[src/rtl/bist_controller.sv]
// Logic BIST engine: LFSR pattern generator, MISR response compactor and signature compare,
// with a functional-mode bypass of the system primary inputs to the CUT.
module bist_controller #(
    parameter int unsigned       PI_W         = 35,
    parameter int unsigned       PO_W         = 49,
    parameter int unsigned       NUM_PATTERNS = 2000,
    parameter logic [PI_W-1:0]   TPG_TAPS     = 35'h5_0000_0000,
    parameter logic [PI_W-1:0]   TPG_SEED     = 35'h0_0000_0001,
    parameter logic [PO_W-1:0]   MISR_TAPS    = 49'h1_8000_0000_0201,
    parameter logic [PO_W-1:0]   GOLDEN_SIG   = 49'h0
) (
    input  logic            i_clk,
    input  logic            i_rst_n,
    input  logic            i_bistmode,
    input  logic [PI_W-1:0] i_sys_pi,
    input  logic [PO_W-1:0] i_cut_po,
    output logic [PI_W-1:0] o_cut_pi,
    output logic            o_cut_init,
    output logic [PO_W-1:0] o_signature,
    output logic            o_bistdone,
    output logic            o_bistpass
);

    localparam int unsigned     CntW    = $clog2(NUM_PATTERNS + 1);
    localparam logic [CntW-1:0] CntLast = CntW'(NUM_PATTERNS - 1);

    typedef enum logic [2:0] {StIdle, StInit, StRun, StCompare, StDone} state_e;

    state_e          r_state, w_state_d;
    logic [PI_W-1:0] r_lfsr, w_lfsr_d;
    logic [PO_W-1:0] r_misr, w_misr_d;
    logic [CntW-1:0] r_cnt, w_cnt_d;
    logic            r_pass, w_pass_d;
    logic            r_bistdone, r_bistpass;

    always_ff @(posedge i_clk or negedge i_rst_n) begin
        if (!i_rst_n) begin
            r_state    <= StIdle;
            r_lfsr     <= TPG_SEED;
            r_misr     <= '0;
            r_cnt      <= '0;
            r_pass     <= 1'b0;
            r_bistdone <= 1'b0;
            r_bistpass <= 1'b0;
        end else begin
            r_state    <= w_state_d;
            r_lfsr     <= w_lfsr_d;
            r_misr     <= w_misr_d;
            r_cnt      <= w_cnt_d;
            r_pass     <= w_pass_d;
            // Flopped decodes of the next state keep the chip pins glitch-free.
            r_bistdone <= (w_state_d == StDone);
            r_bistpass <= (w_state_d == StDone) && w_pass_d;
        end
    end

    always_comb begin
        w_state_d = r_state;
        w_lfsr_d  = r_lfsr;
        w_misr_d  = r_misr;
        w_cnt_d   = r_cnt;
        w_pass_d  = r_pass;
        unique case (r_state)
            StIdle: begin
                if (i_bistmode) w_state_d = StInit;
            end
            StInit: begin
                if (!i_bistmode) begin
                    w_state_d = StIdle;
                end else begin
                    w_lfsr_d  = TPG_SEED;
                    w_misr_d  = '0;
                    w_cnt_d   = '0;
                    w_pass_d  = 1'b0;
                    w_state_d = StRun;
                end
            end
            StRun: begin
                // An abort leaves the partial signature untouched for debug.
                if (!i_bistmode) begin
                    w_state_d = StIdle;
                end else begin
                    w_lfsr_d = {r_lfsr[PI_W-2:0], ^(r_lfsr & TPG_TAPS)};
                    w_misr_d = {r_misr[PO_W-2:0], ^(r_misr & MISR_TAPS)} ^ i_cut_po;
                    w_cnt_d  = r_cnt + CntW'(1);
                    if (r_cnt == CntLast) w_state_d = StCompare;
                end
            end
            StCompare: begin
                if (!i_bistmode) begin
                    w_state_d = StIdle;
                end else begin
                    w_pass_d  = (r_misr == GOLDEN_SIG);
                    w_state_d = StDone;
                end
            end
            StDone: begin
                if (!i_bistmode) w_state_d = StIdle;
            end
            default: w_state_d = StIdle;
        endcase
    end

    assign o_cut_pi    = (r_state == StInit || r_state == StRun) ? r_lfsr : i_sys_pi;
    assign o_cut_init  = (r_state == StInit);
    assign o_signature = r_misr;
    assign o_bistdone  = r_bistdone;
    assign o_bistpass  = r_bistpass;

endmodule

[config.mk]
export PLATFORM = sky130hd
export DESIGN_NAME = bist_controller
export DESIGN_NICKNAME = d
export VERILOG_FILES = /design/src/rtl/bist_controller.sv
export SDC_FILE = /design/constraint.sdc
export NUM_CORES = 1
export LEC_CHECK = 0
export ABC_AREA = 1
export ABC_CLOCK_PERIOD_IN_PS = 1700
export CORE_MARGIN = 10
export CORE_UTILIZATION = 45
export DETAILED_ROUTE_END_ITERATION = 8
export PLACE_DENSITY = 0.87
export SYNTH_ARGS = -nofsm -noshare
export SYNTH_HDL_FRONTEND = slang
export SYNTH_SLANG_ARGS = --single-unit
[constraint.sdc]
create_clock -name i_clk -period 1.7 [get_ports i_clk]
set_clock_uncertainty 0.05 [all_clocks]
set_input_delay 0.255 -clock i_clk [delete_from_list [all_inputs] [get_ports i_clk]]
set_output_delay 0.255 -clock i_clk [all_outputs]
set_load 0.01 [all_outputs]
==> summary.md <==
| Metric | Value |
|---|---|
| Distinct cells, synth | `27` |
| CTS clock-pin slew for the worst setup and hold paths | `0.10 ns` |
| Switching share of power | `36.5%` |
| Worst setup EP type | `primary output` |
| Clock buffer depth | `2` |
| Die width | `125 um` |
| Clk pwr share | `16.6%` |
| Worst Setup EP | `o_cut_pi[13]` |
| Total core area | `0.0108 sq mm` |
| Leakage power | `3.61 nW` |
| Arr. time, crit path | `1.69 ns` |
| Seq/Total Area, Yosys | `51.0%` |
| CTS tree | `built` |
| Worst stage delay on the critical path | `0.41 ns` |
| Global route overflow | `0` |
| Multiplexer share of the synthesized area | `0%` |
| Placed insts | `872` |
| Max_cap viols | `0` |
| Area of placed instances | `0.00692 sq mm` |
| Post-Layout Cell Count | `936` |
| Max H-tree Level | `3` |
| Syn_area_per_cell | `8.76 sq um` |
| Clk root buf | `clkbuf_8` |
| Layout area overhead | `53.9%` |
| Num CTS Buffers | `9` |
| Post-Synth XOR/XNOR Area | `9.01%` |
| RD Place Congestion | `0.904` |
| Main combinational cell family by area after synthesis | `compound AO/OA/AOI/OAI gates` |
| Synthesized instance count | `566` |
| Post-Synth Adder-Cell Area | `0.252%` |
| Clock sinks | `101` |
| Worst path cell trace | `inv_2 -> nand3_2 -> nand2_4 -> inv_8 -> bufbuf_16 -> o21ai_2 -> buf_2` |
| Cell Rows | `38` |
| DP Wirelength | `11.0 mm` |
| Tcrit/Tclk final | `117%` |
| Die area | `0.0156 sq mm` |
| Routed vias/inst | `5.11` |
| Fmax | `501 MHz` |
| P_sw | `0.00378 W` |
| Antenna violations before repair | `0` |
| Synth Register Bits | `101` |
| Reg-to-reg critical path endpoint | `r_lfsr[13]` |
| Area fraction in compound gates after synthesis | `16.6%` |
| Critical path startpoint category | `flip-flop` |
| Final Hold Viols | `0` |
| RSZ-0062 raised after global routing | `true` |
| Violated checks | `negative setup slack` |
| EDFF count, synth | `0` |
| Tmin final | `2.00 ns` |
| Reg power frac | `34.5%` |
| Initial Util | `45.9%` |
| Slowest stage cell, crit path | `dfrtp_1` |
| Int Pwr | `0.00657 W` |
| Reg2Reg Depth | `9` |
| Worst Hold Class | `in2async` |
| Initial DRC Count | `339` |
| Critical Path Source | `r_state[2]` |
| Top FF cell, synth | `dfrtp_1` |
| Max_slew headroom | `78.6%` |
| Worst r2r src | `r_state[2]` |
| # IOs | `174` |
| Synthesized cell area | `0.00496 sq mm` |
| Logic pwr share | `48.9%` |
| Simple-gate share of the synthesized area | `14.7%` |
| Final slew viol count | `0` |
| Worst hold slack | `0.255 ns` |
| VDD IR max | `0.877 mV` |
| Tightest Pin Transition | `0.318 ns` |
| WL/cell | `16.7 um` |
| Pre-CTS setup slack | `-0.275 ns` |
| Post-route ant nets | `0` |
| CP max FO | `6` |
| Largest net degree at the start of global routing | `36` |
| Drt drc | `0` |
| Post-synth ARST share | `100%` |
| Vias | `4782` |
| PwrDens | `1360 mW/mm^2` |
| Layout Nets | `879` |
| Share of cells above drive strength 1 | `22.0%` |
| First-pass GRT wire length | `24.9 mm` |
| YS warnings | `0` |
| Worst-Skew Late Latency | `0.37 ns` |
| All-Layer GR Usage | `18.8%` |
| Setup-failing EPs final | `35` |
| Die height | `125 um` |
| Status | `finished, violations left` |
| Routed wire length | `15.7 mm` |
| Post-route cell area | `0.00763 sq mm` |
| Syn nets | `654` |
| Port Buf Inserts | `173` |
| Critical path class | `reg2out` |
| N_diodes | `0` |
| R2R setup slack | `0.11 ns` |
| DR pass1 iterations | `5` |
| Vias in the first global route | `4994` |
| Worst Slack Setup Final | `-0.296 ns` |
| Worst EP required | `1.39 ns` |
## flip-flops by register name, indices dropped and copies added, names as in the netlist
signal / cells
o_bistdone: 1
o_signature: 49
r_pass: 1
r_cnt: 11
o_bistpass: 1
r_state: 3
r_lfsr: 35
## metrics by stage
step	power, W	util, %	setup TNS [ns]
6_report	0.0103	70.7	-7.03
5_1_grt	0.0110	70.7	-9.53
4_1_cts	0.00995	67.6	-6.64
3_5_place_dp	0.00791	64.1	-7.51
3_3_place_gp	0.00775	64.1	-6.31
2_1_floorplan	0.00569	-	0
## timing repair
item,in CTS,in global routing
pin swaps,0,1
hold endpoints to repair,76,0
hold buffers,1,0
gates cloned,4,0
endpoints found under the setup margin,49,71
setup buffers,14,29
gates resized for setup,216,36
## kinds of logic after synthesis
group | after synthesis
adder cells (fa/ha/maj) | 1
XOR/XNOR | 51
AO/OA/AOI/OAI | 141
buffers and inverters | 84
flip-flops | 101
AND/OR/NAND/NOR | 188
## critical path, delay by kind of cell (launching register included)
| family | cells | cell delay [ns] |
|---|---|---|
| buf+inv | 4 | 0.59 |
| compound gates | 1 | 0.12 |
| simple gates | 2 | 0.22 |
| flops | 1 | 0.41 |
## synthesized netlist by cell type, drive strengths merged, types with 5 or more instances
library cell	number	share of area, %
inv	55	4.2
nand3	12	1.2
nand2	132	10
xnor2	50	8.8
a21oi	5	0.50
o22ai	34	5.6
dfrtp	100	50
clkbuf	6	0.50
nor2	43	3.4
o21ai	97	9.8
buf	23	3.7
## layer usage
metal	global-route usage [%]	share of wire, %	up-vias
li1	-	-	2272
met1	22.6	41	2276
met2	30.5	48	216
met3	7.27	9.9	18
met4	5.96	1.3	0
met5	0	0	-
## worst min path at each step
stage | start | end | slack, ns | cells past startpoint
2_1_floorplan | i_rst_n | o_bistdone | -0.09 | 0
3_3_place_gp | i_rst_n | r_lfsr[8] | 0.09 | 1
3_5_place_dp | i_rst_n | r_lfsr[10] | 0.09 | 1
4_1_cts | i_rst_n | r_lfsr[8] | 0.25 | 2
5_1_grt | i_rst_n | r_lfsr[8] | 0.26 | 2
6_report | i_rst_n | r_lfsr[10] | 0.25 | 2
## cells in the final DEF (no fill, tap or decap), drive strengths merged, types with 2 or more instances in the layout
| cell | instances |
|---|---|
| nand2 | 132 |
| dfrtp | 100 |
| o22ai | 34 |
| nand3 | 12 |
| clkbuf | 9 |
| bufinv | 2 |
| clkdlybuf4s50 | 122 |
| xnor2 | 50 |
| inv | 58 |
| a21oi | 5 |
| nor2 | 43 |
| o21ai | 97 |
| dlygate4sd2 | 3 |
| dlymetal6s2s | 11 |
| buf | 105 |
## power by group through the flow
stage	clock network (W)	logic, W	registers [W]
after global routing	0.00184	0.00553	0.00364
after floorplan	0	0.00191	0.00378
after CTS	0.00175	0.00456	0.00365
after detailed placement	0	0.00418	0.00374
after global placement	0	0.00406	0.00369
final	0.00171	0.00507	0.00357
## layout make-up
type	instances	area [sq um]
fill	787	3160
sequential	101	2530
timing repair buffer	243	2320
multi-input combinational	381	2160
inverter	55	216
tap	140	175
clock buffer	9	124
clock inverter	7	105
No activity file was read; power rests on OpenSTA's default activity.
